**config.mk**
```make
export PLATFORM = sky130hd
export DESIGN_NAME = cook_sequencer
export DESIGN_NICKNAME = d
export VERILOG_FILES = /design/src/rtl/microwave_pkg.sv /design/src/rtl/bcd_time_counter.sv /design/src/rtl/cook_sequencer.sv
export SDC_FILE = /design/constraint.sdc
export NUM_CORES = 1
export LEC_CHECK = 0
export CAP_MARGIN = 20
export CORE_ASPECT_RATIO = 1.1
export CORE_MARGIN = 8
export CORE_UTILIZATION = 28
export CTS_CLUSTER_DIAMETER = 150
export DETAILED_ROUTE_END_ITERATION = 10
export GPL_ROUTABILITY_DRIVEN = 0
export PLACE_DENSITY_LB_ADDON = 0.05
export RECOVER_POWER = 50
export SETUP_SLACK_MARGIN = 0.4
export SLEW_MARGIN = 0
export SYNTH_ARGS = -nofsm -noshare
export SYNTH_HDL_FRONTEND = slang
export SYNTH_SLANG_ARGS = --single-unit
export TNS_END_PERCENT = 20
```
**constraint.sdc**
```tcl
create_clock -name clk -period 2.57 [get_ports clk]
set_clock_uncertainty 0.2 [all_clocks]
set_input_delay 0.514 -clock clk [delete_from_list [all_inputs] [get_ports clk]]
set_output_delay 0.514 -clock clk [all_outputs]
set_load 0.01 [all_outputs]
```
**src/rtl/microwave_pkg.sv**
```systemverilog
// Shared types for the microwave cook-cycle controller: state codes, BCD digit
// and cook-time types, and the zero-time constant.
package microwave_pkg;

  localparam int DIGIT_W = 4;

  typedef logic [DIGIT_W-1:0] bcd_t;

  localparam bcd_t BCD_MAX     = 4'd9;
  localparam bcd_t SEC_TENS_MAX = 4'd5;

  typedef enum logic [2:0] {
    ST_IDLE    = 3'd0,
    ST_ENTRY   = 3'd1,
    ST_COOKING = 3'd2,
    ST_PAUSED  = 3'd3,
    ST_DONE    = 3'd4
  } state_t;

  typedef struct packed {
    bcd_t min_tens;
    bcd_t min_ones;
    bcd_t sec_tens;
    bcd_t sec_ones;
  } cook_time_t;

  localparam cook_time_t ZERO_TIME = '0;
  localparam cook_time_t ONE_SEC   = '{4'd0, 4'd0, 4'd0, 4'd1};

  function automatic logic is_bcd_digit(input bcd_t d);
    return (d <= BCD_MAX);
  endfunction

endpackage

```
**src/rtl/bcd_time_counter.sv**
```systemverilog
// Four-digit BCD mm:ss store with keypad shift-in and one-second decrement.
// Priority: clear > shift > decrement.
module bcd_time_counter
  import microwave_pkg::*;
(
  input  logic       clk,
  input  logic       rst,
  input  logic       i_clear,
  input  logic       i_shift,
  input  bcd_t       i_digit,
  input  logic       i_dec,
  output cook_time_t o_time,
  output logic       o_is_zero,
  output logic       o_is_one
);

  cook_time_t r_time;
  cook_time_t w_dec_time;

  // Seconds borrow from 00 to 59; typed seconds above 59 just count down as entered.
  always_comb begin
    w_dec_time = r_time;
    if (r_time.sec_ones != '0) begin
      w_dec_time.sec_ones = r_time.sec_ones - bcd_t'(1);
    end else begin
      w_dec_time.sec_ones = BCD_MAX;
      if (r_time.sec_tens != '0) begin
        w_dec_time.sec_tens = r_time.sec_tens - bcd_t'(1);
      end else begin
        w_dec_time.sec_tens = SEC_TENS_MAX;
        if (r_time.min_ones != '0) begin
          w_dec_time.min_ones = r_time.min_ones - bcd_t'(1);
        end else begin
          w_dec_time.min_ones = BCD_MAX;
          w_dec_time.min_tens = r_time.min_tens - bcd_t'(1);
        end
      end
    end
  end

  always_ff @(posedge clk or posedge rst) begin
    if (rst) begin
      r_time <= ZERO_TIME;
    end else if (i_clear) begin
      r_time <= ZERO_TIME;
    end else if (i_shift) begin
      r_time <= '{r_time.min_ones, r_time.sec_tens, r_time.sec_ones, i_digit};
    end else if (i_dec) begin
      r_time <= w_dec_time;
    end
  end

  assign o_time    = r_time;
  assign o_is_zero = (r_time == ZERO_TIME);
  assign o_is_one  = (r_time == ONE_SEC);

endmodule

```
**src/rtl/cook_sequencer.sv**
```systemverilog
// Microwave cook-cycle controller: synchronises the panel buttons and door switch,
// sequences IDLE/ENTRY/COOKING/PAUSED/DONE and counts the cook time down once a second.
module cook_sequencer
  import microwave_pkg::*;
#(
  parameter int TICK_DIV   = 50_000_000,
  parameter int BEEP_TICKS = 3
) (
  input  logic       clk,
  input  logic       rst,
  input  logic       startn,
  input  logic       stopn,
  input  logic       clearn,
  input  logic       door_closed,
  input  logic       key_valid,
  input  logic [3:0] key_digit,
  output logic       magnetron_on,
  output logic       done_beep,
  output logic [2:0] state,
  output logic [3:0] min_tens,
  output logic [3:0] min_ones,
  output logic [3:0] sec_tens,
  output logic [3:0] sec_ones
);

  localparam int PW = (TICK_DIV > 1) ? $clog2(TICK_DIV) : 1;
  localparam int BW = (BEEP_TICKS > 1) ? $clog2(BEEP_TICKS) : 1;
  localparam logic [PW-1:0] P_LAST = PW'(TICK_DIV - 1);
  localparam logic [BW-1:0] B_LAST = BW'(BEEP_TICKS - 1);

  // Bit order {door_closed, clearn, stopn, startn}; all idle high.
  logic [3:0] w_async_in;
  logic [3:0] r_sync1;
  logic [3:0] r_sync2;
  logic       r_start_d;
  logic       r_stop_d;

  logic w_start_ev;
  logic w_stop_ev;
  logic w_clear;
  logic w_door_open;
  logic w_key_ok;

  state_t          r_state;
  state_t          w_state_nxt;
  logic [PW-1:0]   r_presc;
  logic [PW-1:0]   w_presc_nxt;
  logic [BW-1:0]   r_beep;
  logic [BW-1:0]   w_beep_nxt;
  logic            w_tick;

  logic       w_tc_clear;
  logic       w_tc_shift;
  logic       w_tc_dec;
  cook_time_t w_time;
  logic       w_is_zero;
  logic       w_is_one;

  assign w_async_in = {door_closed, clearn, stopn, startn};

  always_ff @(posedge clk or posedge rst) begin
    if (rst) begin
      r_sync1   <= '1;
      r_sync2   <= '1;
      r_start_d <= 1'b1;
      r_stop_d  <= 1'b1;
    end else begin
      r_sync1   <= w_async_in;
      r_sync2   <= r_sync1;
      r_start_d <= r_sync2[0];
      r_stop_d  <= r_sync2[1];
    end
  end

  // Start/stop fire once per press on the synchronised falling edge; clear/door are levels.
  assign w_start_ev  = r_start_d & ~r_sync2[0];
  assign w_stop_ev   = r_stop_d  & ~r_sync2[1];
  assign w_clear     = ~r_sync2[2];
  assign w_door_open = ~r_sync2[3];
  assign w_key_ok    = key_valid & is_bcd_digit(key_digit);
  assign w_tick      = (r_presc == P_LAST);

  always_ff @(posedge clk or posedge rst) begin
    if (rst) begin
      r_state <= ST_IDLE;
      r_presc <= '0;
      r_beep  <= '0;
    end else begin
      r_state <= w_state_nxt;
      r_presc <= w_presc_nxt;
      r_beep  <= w_beep_nxt;
    end
  end

  always_comb begin
    w_state_nxt = r_state;
    w_presc_nxt = r_presc;
    w_beep_nxt  = r_beep;
    w_tc_clear  = 1'b0;
    w_tc_shift  = 1'b0;
    w_tc_dec    = 1'b0;
    if (w_clear) begin
      w_state_nxt = ST_IDLE;
      w_tc_clear  = 1'b1;
      w_presc_nxt = '0;
      w_beep_nxt  = '0;
    end else begin
      case (r_state)
        ST_IDLE, ST_ENTRY: begin
          // The nonzero test sees the pre-shift time, so a same-cycle key cannot enable start.
          if (w_stop_ev && (r_state == ST_ENTRY)) begin
            w_state_nxt = ST_IDLE;
            w_tc_clear  = 1'b1;
          end else if (w_start_ev && !w_door_open && !w_is_zero) begin
            w_state_nxt = ST_COOKING;
            w_presc_nxt = '0;
          end else if (w_key_ok) begin
            w_state_nxt = ST_ENTRY;
            w_tc_shift  = 1'b1;
          end
        end
        ST_COOKING: begin
          if (w_door_open || w_stop_ev) begin
            w_state_nxt = ST_PAUSED;
          end else if (w_tick) begin
            w_presc_nxt = '0;
            w_tc_dec    = 1'b1;
            if (w_is_one) begin
              w_state_nxt = ST_DONE;
              w_beep_nxt  = '0;
            end
          end else begin
            w_presc_nxt = r_presc + PW'(1);
          end
        end
        ST_PAUSED: begin
          if (w_stop_ev) begin
            w_state_nxt = ST_IDLE;
            w_tc_clear  = 1'b1;
            w_presc_nxt = '0;
          end else if (w_start_ev && !w_door_open) begin
            w_state_nxt = ST_COOKING;
          end
        end
        ST_DONE: begin
          if (w_stop_ev || w_start_ev) begin
            w_state_nxt = ST_IDLE;
            w_presc_nxt = '0;
            w_beep_nxt  = '0;
          end else if (w_tick) begin
            w_presc_nxt = '0;
            if (r_beep == B_LAST) begin
              w_state_nxt = ST_IDLE;
              w_beep_nxt  = '0;
            end else begin
              w_beep_nxt = r_beep + BW'(1);
            end
          end else begin
            w_presc_nxt = r_presc + PW'(1);
          end
        end
        default: begin
          w_state_nxt = ST_IDLE;
          w_tc_clear  = 1'b1;
          w_presc_nxt = '0;
          w_beep_nxt  = '0;
        end
      endcase
    end
  end

  bcd_time_counter u_time (
    .clk       (clk),
    .rst       (rst),
    .i_clear   (w_tc_clear),
    .i_shift   (w_tc_shift),
    .i_digit   (key_digit),
    .i_dec     (w_tc_dec),
    .o_time    (w_time),
    .o_is_zero (w_is_zero),
    .o_is_one  (w_is_one)
  );

  assign state        = r_state;
  assign magnetron_on = (r_state == ST_COOKING);
  assign done_beep    = (r_state == ST_DONE);
  assign min_tens     = w_time.min_tens;
  assign min_ones     = w_time.min_ones;
  assign sec_tens     = w_time.sec_tens;
  assign sec_ones     = w_time.sec_ones;

endmodule

```
==> results of run 1 <==
-- per-layer routing --
metal / global-route usage, % / part of all wire (%) / routed length (um)
met3: 3.00 / 3.1 / 323
met4: 5.97 / 1.7 / 183
met1: 15.6 / 44 / 4620
met2: 22.2 / 51 / 5360
met5: 0 / 0 / 0
-- cell usage in the layout, fill, tap and decap left out, types with 9 or more instances in the layout --
master | synthesis | layout
a21oi_1 | 13 | 9
buf_4 | 2 | 60
buf_6 | 2 | 9
clkbuf_16 | 0 | 12
clkdlybuf4s50_1 | 0 | 24
dfrtp_1 | 47 | 40
nand2_1 | 36 | 35
nand3_1 | 15 | 14
nor2_1 | 27 | 26
o21ai_0 | 37 | 28
o21ai_1 | 11 | 18
o31ai_1 | 15 | 13
-- metrics by stage --
step | instances | worst slack (ns)
finish | 627 | 0.290
global route | 627 | 0.152
CTS | 614 | 0.242
detailed placement | 578 | 0.119
global placement | 578 | 0.0958
floorplan | 371 | 0.397
-- timing repair --
item	CTS	global route
pin swaps	19	20
setup endpoints to repair	51	55
resized for setup	31	40
hold buffers	0	0
buffers inserted	19	10
cloned	1	3
-- registers in the layout, summed over array words and instances, names as in the netlist --
register and count:
r_beep 2, r_presc 26, r_start_d 1, r_stop_d 1, r_sync1 4, r_sync2 4, state 3, u_time.o_time 16
-- worst min-delay path by stage --
stage	endpoint	startpoint
2_1_floorplan	r_sync2[0]	r_sync1[0]
3_5_place_dp	r_sync2[2]	r_sync1[2]
3_3_place_gp	r_sync2[1]	r_sync1[1]
4_1_cts	r_sync2[3]	r_sync1[3]
5_1_grt	r_sync2[3]	r_sync1[3]
6_report	r_sync2[3]	r_sync1[3]
-- cells in the mapped netlist (5+ instances only) --
master | n | share of area (%)
dfrtp_1 | 47 | 34
o21ai_0 | 37 | 5.4
nand2_1 | 36 | 3.9
nor2_1 | 27 | 3.0
nand3_1 | 15 | 2.2
o31ai_1 | 15 | 3.3
a21oi_1 | 13 | 1.9
buf_2 | 11 | 1.6
o21ai_1 | 11 | 1.6
dfstp_2 | 10 | 7.7
inv_1 | 10 | 1.1
nor2b_1 | 9 | 1.6
a31oi_1 | 8 | 1.5
nor3_1 | 8 | 1.2
nand2b_1 | 7 | 1.3
and2_1 | 6 | 1.1
clkbuf_1 | 6 | 0.66
nand4_1 | 6 | 1.1
and3_1 | 5 | 0.91
and4_1 | 5 | 1.3
-- power groups by stage --
| stage | Clock, mW | Combinational (mW) | Sequential, mW |
|---|---|---|---|
| after CTS | 1.45 | 0.412 | 0.966 |
| after global routing | 1.48 | 0.467 | 0.970 |
| after detailed placement | 0 | 0.377 | 0.977 |
| after floorplan | 0 | 0.185 | 0.986 |
| final | 1.42 | 0.429 | 0.966 |
| after global placement | 0 | 0.379 | 0.978 |
-- final cells by class --
class | count | area (um2)
clock buffer | 11 | 243
timing repair buffer | 108 | 1000
inverter | 10 | 37.5
multi-input combinational | 282 | 2060
tap | 154 | 193
clock inverter | 5 | 103
sequential | 57 | 1450
fill | 1165 | 6890
-- cell families (layout without fill, tap and decap cells) --
group	count (synthesis)	in the layout	share of synthesized area, %
compound gates	106	106	19.7
xor+xnor	6	6	1.53
fa+ha+maj	3	3	1.09
buf+inv	32	134	4.56
flops	57	57	41.9
mux	6	6	2.04
simple gates	161	161	29.2
==> results.md, run 1 <==
- CTS tree: built
- R2R setup slack: 0.29 ns
- Worst vdd ir: 222 uV
- WL final: 10.5 mm
- RSZ-0062 raised after global routing: yes
- Layout Utilization: 42.5%
- Net load switching power: 699 uW
- DIE AREA: 0.0161 mm2
- CP Class: flip-flop to flip-flop
- Clock Path Buffers: 2
- Internal Power: 2.11 mW
- Sw frac: 24.9%
- H-tree Lvls: 3
- Hold Path Class: flip-flop to flip-flop
- Final Net Count: 482
- IO buf count: 31
- Post-DP Area: 0.00422 mm2
- Minimum clock period after layout: 2.28 ns
- Worst skew pair latency: 0.34 ns
- CP top delay family: simple AND/OR/NAND/NOR gates
- Slowest cell on the critical path: dfrtp_2
- Worst path depth: 8
- Final Cell Area: 0.00509 mm2
- Routed len/inst: 16.7 um
- Seq pwr share: 34.4%
- Mapped Avg Cell Area: 9.25 um2
- Slew @ Worst Pin: 0.835 ns
- Max Freq: 0.439 GHz
- Initial Util: 28.7%
- WP buf/inv: 3
- Top Ports: 32
- CP Launch Point: u_time.o_time[7]
- Post-synth EDFFs: 0
- Core area: 0.0120 mm2
- Combinational fraction of design power: 15.3%
- Critical Path Source Type: flip-flop
- Leakage: 2.12 nW
- Yosys reg bits: 57
- Most frequent CP cell: buf_6
- # diodes: 0
- Largest net degree at the start of global routing: 31
- Worst R2R End: r_presc[14]
- R2R cell count: 8
- Synth Warn #: 0
- Post-synthesis instance area: 0.00343 mm2
- DRC violation count after routing: 0
- Syn Nets: 385
- Syn-to-layout area delta: 48.2%
- Setup TNS: 0 ns
- Synth Instances: 371
- Drt pass-1 iters: 4
- Layout cell share with drive strength beyond 1: 34.7%
- Final setup vio count: 0
- Slew Limit Fails: 0
- Antenna viol nets, final: 0
- Final worst path period share: 88.7%
- Critical Path End Type: flip-flop
- Die Width: 122 um
- WHS Path Cells: 0
- Clock transition at path regs: 0.05 ns
- Status: finished, final reports clean
- TritonCTS sink count: 57
- CTS Root Cell: clkbuf_16
- Worst-path cell chain: nor4_2 > buf_4 > nand4_1 > a211oi_4 > or2_4 > buf_6 > buf_6 > o31ai_1
- Antenna violations before repair: 0
- Crit path largest cell delay: 0.43 ns
- Power Total: 2.81 mW
- Relative slew slack: 44.3%
- Highest fanout seen on the critical path: 5
- Post-synth top flop: dfrtp_1
- Clock Power Share: 50.4%
- Power Dens Cells: 553 mW/mm2
- First-pass GRT wire length: 16.9 mm
- Sequential cell area fraction in the yosys report: 41.9%
- Vias: 3191
- Max-cap violations: 0
- Ys async rst share: 100%
- Final hold violation count: 0
- First DRT Iteration DRCs: 129
- Number of global-route vias before repair: 3234
- Hpwl dp: 7.13 mm
- Critical Path RT: 2.59 ns
- Worst r2r src: u_time.o_time[7]
- Arr. time, crit path: 2.30 ns
- Netlist cell types: 66
- Smallest hold slack: 0.152 ns
- CTS Buf Count: 9
- Die height: 132 um
- GR Overflow Total: 0
- Crit path to: r_presc[14]
- Via density: 5.09
- Total track usage: 13.3%
- Row count: 42
Power figures use the tool's default switching activity.
==> inputs of run 2 (changes only) <==
==> constraint.sdc (replaced) <==
create_clock -name clk -period 1.9 [get_ports clk]
set_clock_uncertainty 0.2 [all_clocks]
set_input_delay 0.38 -clock clk [delete_from_list [all_inputs] [get_ports clk]]
set_output_delay 0.38 -clock clk [all_outputs]
set_load 0.01 [all_outputs]
==> run 2 against run 1 <==
Against the previous run: the run now ends with setup timing left; setup slack got worse by 0.63 ns; clock power rose by 28%; register-to-register slack lost 0.63 ns; first-iteration DRC count fell by 15%; cell area rose by 12%; sequential share of layout area down 2.9 points; worst hold slack gained 0.0036 ns; clock-buffer cell count rose by 2; combinational power increased by 62%; via count up 7.6%; maximum frequency is 1.6% higher; global-route usage is 0.57 points higher; highest routed layer unchanged.
==> results.md, run 2 (synthesis gave the netlist of run 1 again) <==
- R2R setup slack: -0.34 ns
- Final Net Count: 539
- Seq pwr share: 34.3%
- Initial Util: 28.7%
- Largest net degree at the start of global routing: 58
- Filler instances: 1128
- TritonCTS sink count: 57
- Commonest cells after routing, fill and taps aside: buf_4 (97), buf_6 (47), dfrtp_1 (39)
- WP buf/inv: 2
- Arr. time, crit path: 2.31 ns
- Clock Path Buffers: 2
- Worst vdd ir: 407 uV
- Critical Path End Type: flip-flop
- CTS Buf Count: 9
- Commonest non-fill, non-tap cell in the layout: buf_4
- CTS Root Cell: clkbuf_16
- Minimum clock period after layout: 2.24 ns
- Vias: 3434
- Routed len/inst: 15.3 um
- Number of global-route vias before repair: 3581
- Highest fanout seen on the critical path: 7
- CP Class: flip-flop to flip-flop
- Antenna viol nets, final: 0
- Power Dens Cells: 675 mW/mm2
- DIE AREA: 0.0161 mm2
- CTS Hold Buffers Added: 0
- Net load switching power: 1.00 mW
- Relative slew slack: 44.0%
- Leakage: 2.45 nW
- Max-cap violations: 0
- Post-DP Area: 0.00480 mm2
- Drt pass-1 iters: 6
- Power Total: 3.83 mW
- Top reg by flops: r_presc
- GR Overflow Total: 0
- Row count: 42
- RSZ-0062 raised after global routing: yes
- Dpl ws: -0.407 ns
- Combinational fraction of design power: 18.1%
- Final setup vio count: 49
- Final Cell Area: 0.00568 mm2
- Crit path largest cell delay: 0.44 ns
- Hold Path Class: flip-flop to flip-flop
- Hpwl dp: 7.41 mm
- Final worst path period share: 118%
- Max Freq: 0.446 GHz
- Top Ports: 32
- WL final: 10.5 mm
- First DRT Iteration DRCs: 110
- Die Width: 122 um
- Total track usage: 13.8%
- Internal Power: 2.83 mW
- Final WS setup: -0.344 ns
- Slew Limit Fails: 0
- CTS tree: built
- Layout Utilization: 47.4%
- Syn-to-layout area delta: 65.4%
- H-tree Lvls: 3
- First-pass GRT wire length: 17.5 mm
- Max FFs per register: 26
- Reg area: 0.00145 mm2
- Final hold violation count: 0
- Failing checks: setup timing
- CP top delay family: simple AND/OR/NAND/NOR gates
- DRC violation count after routing: 0
- Layout cell share with drive strength beyond 1: 49.4%
- Status: complete, but fails checks
- Clock transition at path regs: 0.06 ns
- Clock Power Share: 47.6%
- # diodes: 0
- Core area: 0.0120 mm2
- IO buf count: 31
- Multi-input logic area: 0.00214 mm2
- Slew @ Worst Pin: 0.840 ns
- Worst-path cell chain: nor4_4 > nand4_1 > buf_4 > a31oi_4 > and3_4 > clkbuf_16 > nand2_2 > o21ai_2
- Critical Path Source Type: flip-flop
- Via density: 5.02
- Critical Path RT: 1.96 ns
- Slowest cell on the critical path: dfrtp_1
- Sw frac: 26.1%
- Worst skew pair latency: 0.34 ns
- Antenna violations before repair: 0
- Die height: 132 um
==> run 2: changes by cell type in the layout (fill, tap and decap cells not counted), moves of 3 or more <==
cell	change
o21ai_2	+5
o21ai_0	-12
o21ai_1	+7
bufinv_16	-3
nand2_1	-9
buf_6	+38
clkdlybuf4s50_1	-19
buf_4	+37
nand2_2	+10
==> run 2: timing repair <==
item                       in CTS  in global routing
pin swaps                      17                 21
setup endpoints to repair      68                 68
resized for setup             125                 81
buffers inserted               12                  5
cloned                          0                  2
==> run 2: final cells by class <==
cell class	count	area share, %
Multi-Input combinational cell	282	37.6
Timing Repair Buffer	165	26.7
Sequential cell	57	25.5
Clock buffer	13	5.73
Tap cell	154	3.39
Inverter	10	0.661
Clock inverter	3	0.397
==> run 2: power by group through the flow <==
stage	clock (mW)	combinational [mW]	sequential, mW
floorplan	0	0.259	1.34
global placement	0	0.575	1.32
detailed placement	0	0.577	1.32
CTS	1.88	0.631	1.31
global route	1.93	0.759	1.32
finish	1.82	0.695	1.31
==> run 2: final timing paths <==
kind / startpoint / to / cells after the start
worst max-delay path: u_time.o_time[2] / u_time.o_time[0] / 8
worst min-delay path: r_sync1[0] / r_sync2[0] / 0
worst max register to register: u_time.o_time[2] / u_time.o_time[0] / 8
worst min register to register: r_sync1[0] / r_sync2[0] / 0
max in group asynchronous: rst / r_presc[9] / 3
min in group asynchronous: rst / u_time.o_time[9] / 3
==> run 2: per-layer routing <==
| metal | global-route usage (%) | vias up | wire (um) |
|---|---|---|---|
| met5 | 0 | - | 0 |
| met4 | 8.17 | 0 | 288 |
| met3 | 2.66 | 16 | 306 |
| met2 | 23.5 | 46 | 5460 |
| met1 | 15.6 | 1692 | 4420 |
| li1 | - | 1680 | - |
==> run 2: per-stage QoR <==
stage / hold slack, ns / std cells / setup TNS [ns]
2_1_floorplan: 0.145 / 371 / -12.71
3_3_place_gp: 0.147 / 649 / -14.30
3_5_place_dp: 0.149 / 649 / -15.07
4_1_cts: 0.157 / 677 / -12.77
5_1_grt: 0.164 / 684 / -17.42
6_report: 0.155 / 684 / -12.75
==> inputs of run 3 (changes only) <==
--- a/config.mk
+++ b/config.mk
@@ -6,7 +6,7 @@
 export NUM_CORES = 1
 export LEC_CHECK = 0
 export CAP_MARGIN = 20
-export CORE_ASPECT_RATIO = 1.1
+export CORE_ASPECT_RATIO = 1.5
 export CORE_MARGIN = 8
 export CORE_UTILIZATION = 28
 export CTS_CLUSTER_DIAMETER = 150
==> run 3 against run 2 <==
Against the previous run: the flow still finishes with violations (setup timing); first-iteration DRC count grew 2.7%; sequential power is essentially flat; register-to-register slack is essentially flat; critical endpoint is now u_time.o_time[1]; setup slack lost 0.0015 ns; largest power group unchanged; largest cell class unchanged.
==> results.md, run 3 (synthesis gave the netlist of run 1 again) <==
- Placed Cells: 655
- RSZ-0062 raised after global routing: yes
- Critical Path RT: 1.95 ns
- WL final: 11.0 mm
- Die height: 152 um
- Routed len/inst: 16.1 um
- Critical Path Source Type: flip-flop
- Highest fanout seen on the critical path: 6
- Layout Utilization: 45.9%
- Max FFs per register: 26
- Number of global-route vias before repair: 3693
- Arr. time, crit path: 2.29 ns
- Power Dens Cells: 629 mW/mm2
- Smallest hold slack: 0.155 ns
- Slew @ Worst Pin: 0.809 ns
- DRC violation count after routing: 0
- Final Net Count: 540
- Hold path endpoint: r_sync2[0]
- Slowest cell on the critical path: dfrtp_2
- Clock transition at path regs: 0.05 ns
- Commonest cells after routing, fill and taps aside: buf_4 (107), dfrtp_1 (41), buf_6 (39)
- Final worst path period share: 118%
- CP Class: flip-flop to flip-flop
- Setup TNS: -11.38 ns
- Via density: 5.03
- Antenna violations before repair: 0
- Hold Crit Start: r_sync1[0]
- Multi-input logic area: 0.00207 mm2
- Filler instances: 1165
- Max-cap violations: 0
- Final hold violation count: 0
- Row count: 49
- Clock Path Buffers: 2
- Hpwl dp: 8.05 mm
- Hold Path Class: flip-flop to flip-flop
- # diodes: 0
- Most frequent CP cell: buf_4
- Total track usage: 14.2%
- R2R setup slack: -0.35 ns
- Initial Util: 28.7%
- GR Overflow Total: 0
- WHS Path Cells: 0
- R2R cell count: 7
- CTS tree: built
- Crit path largest cell delay: 0.46 ns
- Leakage: 2.42 nW
- IO buf count: 31
- First DRT Iteration DRCs: 113
- H-tree Lvls: 3
- Drt pass-1 iters: 4
- Status: complete, but fails checks
- Syn-to-layout area delta: 59.7%
- Final setup vio count: 47
- Worst r2r src: state[0]
- Relative slew slack: 46.1%
- Final instance count without filler cells: 684
- Worst skew pair latency: 0.33 ns
- Critical Path End Type: flip-flop
- Commonest non-fill, non-tap cell in the layout: buf_4
- Minimum clock period after layout: 2.25 ns
- Layout cell share with drive strength beyond 1: 45.6%
- DIE AREA: 0.0161 mm2
- Power Total: 3.45 mW
- First-pass GRT wire length: 18.1 mm
- CTS Buf Count: 9
- Antenna viol nets, final: 0
- Top reg by flops: r_presc
- Worst vdd ir: 388 uV
- Top Ports: 32
- Worst R2R End: u_time.o_time[1]
- CTS Hold Buffers Added: 0
- Die Width: 106 um
- CP top delay family: simple AND/OR/NAND/NOR gates
- WP buf/inv: 2
- Failing checks: setup timing
- Reg area: 0.00145 mm2
- Slew Limit Fails: 0
- Core area: 0.0120 mm2
- Vias: 3441
- Worst-path cell chain: nor3b_4 > buf_4 > and4_4 > nor4b_4 > buf_4 > mux2_4 > a21oi_1
- Largest net degree at the start of global routing: 54
- CTS Root Cell: clkbuf_16
- Final WS setup: -0.346 ns
- TritonCTS sink count: 57
- Max Freq: 0.445 GHz
[run 3: layout make-up]
type                    instances  share of cell area (%)
clock buffers                  13                    4.75
multi-input cells             282                    37.7
repair buffers                166                    26.7
flip-flops and latches         57                    26.4
inverters                      10                   0.685
well taps                     153                    3.49
clock inverters                 3                   0.274
[run 3: layer usage]
metal,up-vias,part of all wire (%),track usage (%)
li1,1676,-,-
met1,1708,38,13.7
met2,44,57,28.1
met3,13,3.0,3.13
met4,0,1.7,5.65
met5,-,0,0
[run 3: how the worst max path moves through the flow]
stage	startpoint	to	cells after the start	slack, ns
floorplan	state[0]	u_time.o_time[3]	7	-0.28
global placement	u_time.o_time[3]	u_time.o_time[5]	7	-0.42
detailed placement	u_time.o_time[3]	u_time.o_time[8]	7	-0.46
CTS	u_time.o_time[10]	u_time.o_time[1]	8	-0.31
global route	u_time.o_time[10]	u_time.o_time[1]	8	-0.45
finish	state[0]	u_time.o_time[1]	7	-0.35
[run 3: where the power goes]
part           leakage (nW)  switching (mW)  internal, mW
combinational          1.54           0.318         0.333
sequential            0.745          0.0480          1.26
clock                 0.139           0.540         0.945
total                  2.42           0.907          2.54
[run 3: stage by stage]
step                setup WS, ns  cell area, um2
global route              -0.450            5480
global placement          -0.420            4850
finish                    -0.346            5480
detailed placement        -0.461            4850
floorplan                 -0.279            3530
CTS                       -0.312            5460
[run 3: timing repair]
action                                  in CTS  in global routing
gates cloned                                 0                  0
endpoints found under the setup margin      68                 68
setup buffers                               12                  1
resized for setup                          149                 14
pin swaps                                   19                  1
[run 3: worst register-to-register path, delay by kind of cell (launching register included)]
| family | cells | cell delay [ns] |
|---|---|---|
| muxes | 1 | 0.29 |
| DFF | 1 | 0.46 |
| AOI/OAI and AO/OA | 1 | 0.14 |
| buffers and inverters | 2 | 0.34 |
| and+or+nand+nor | 3 | 0.75 |
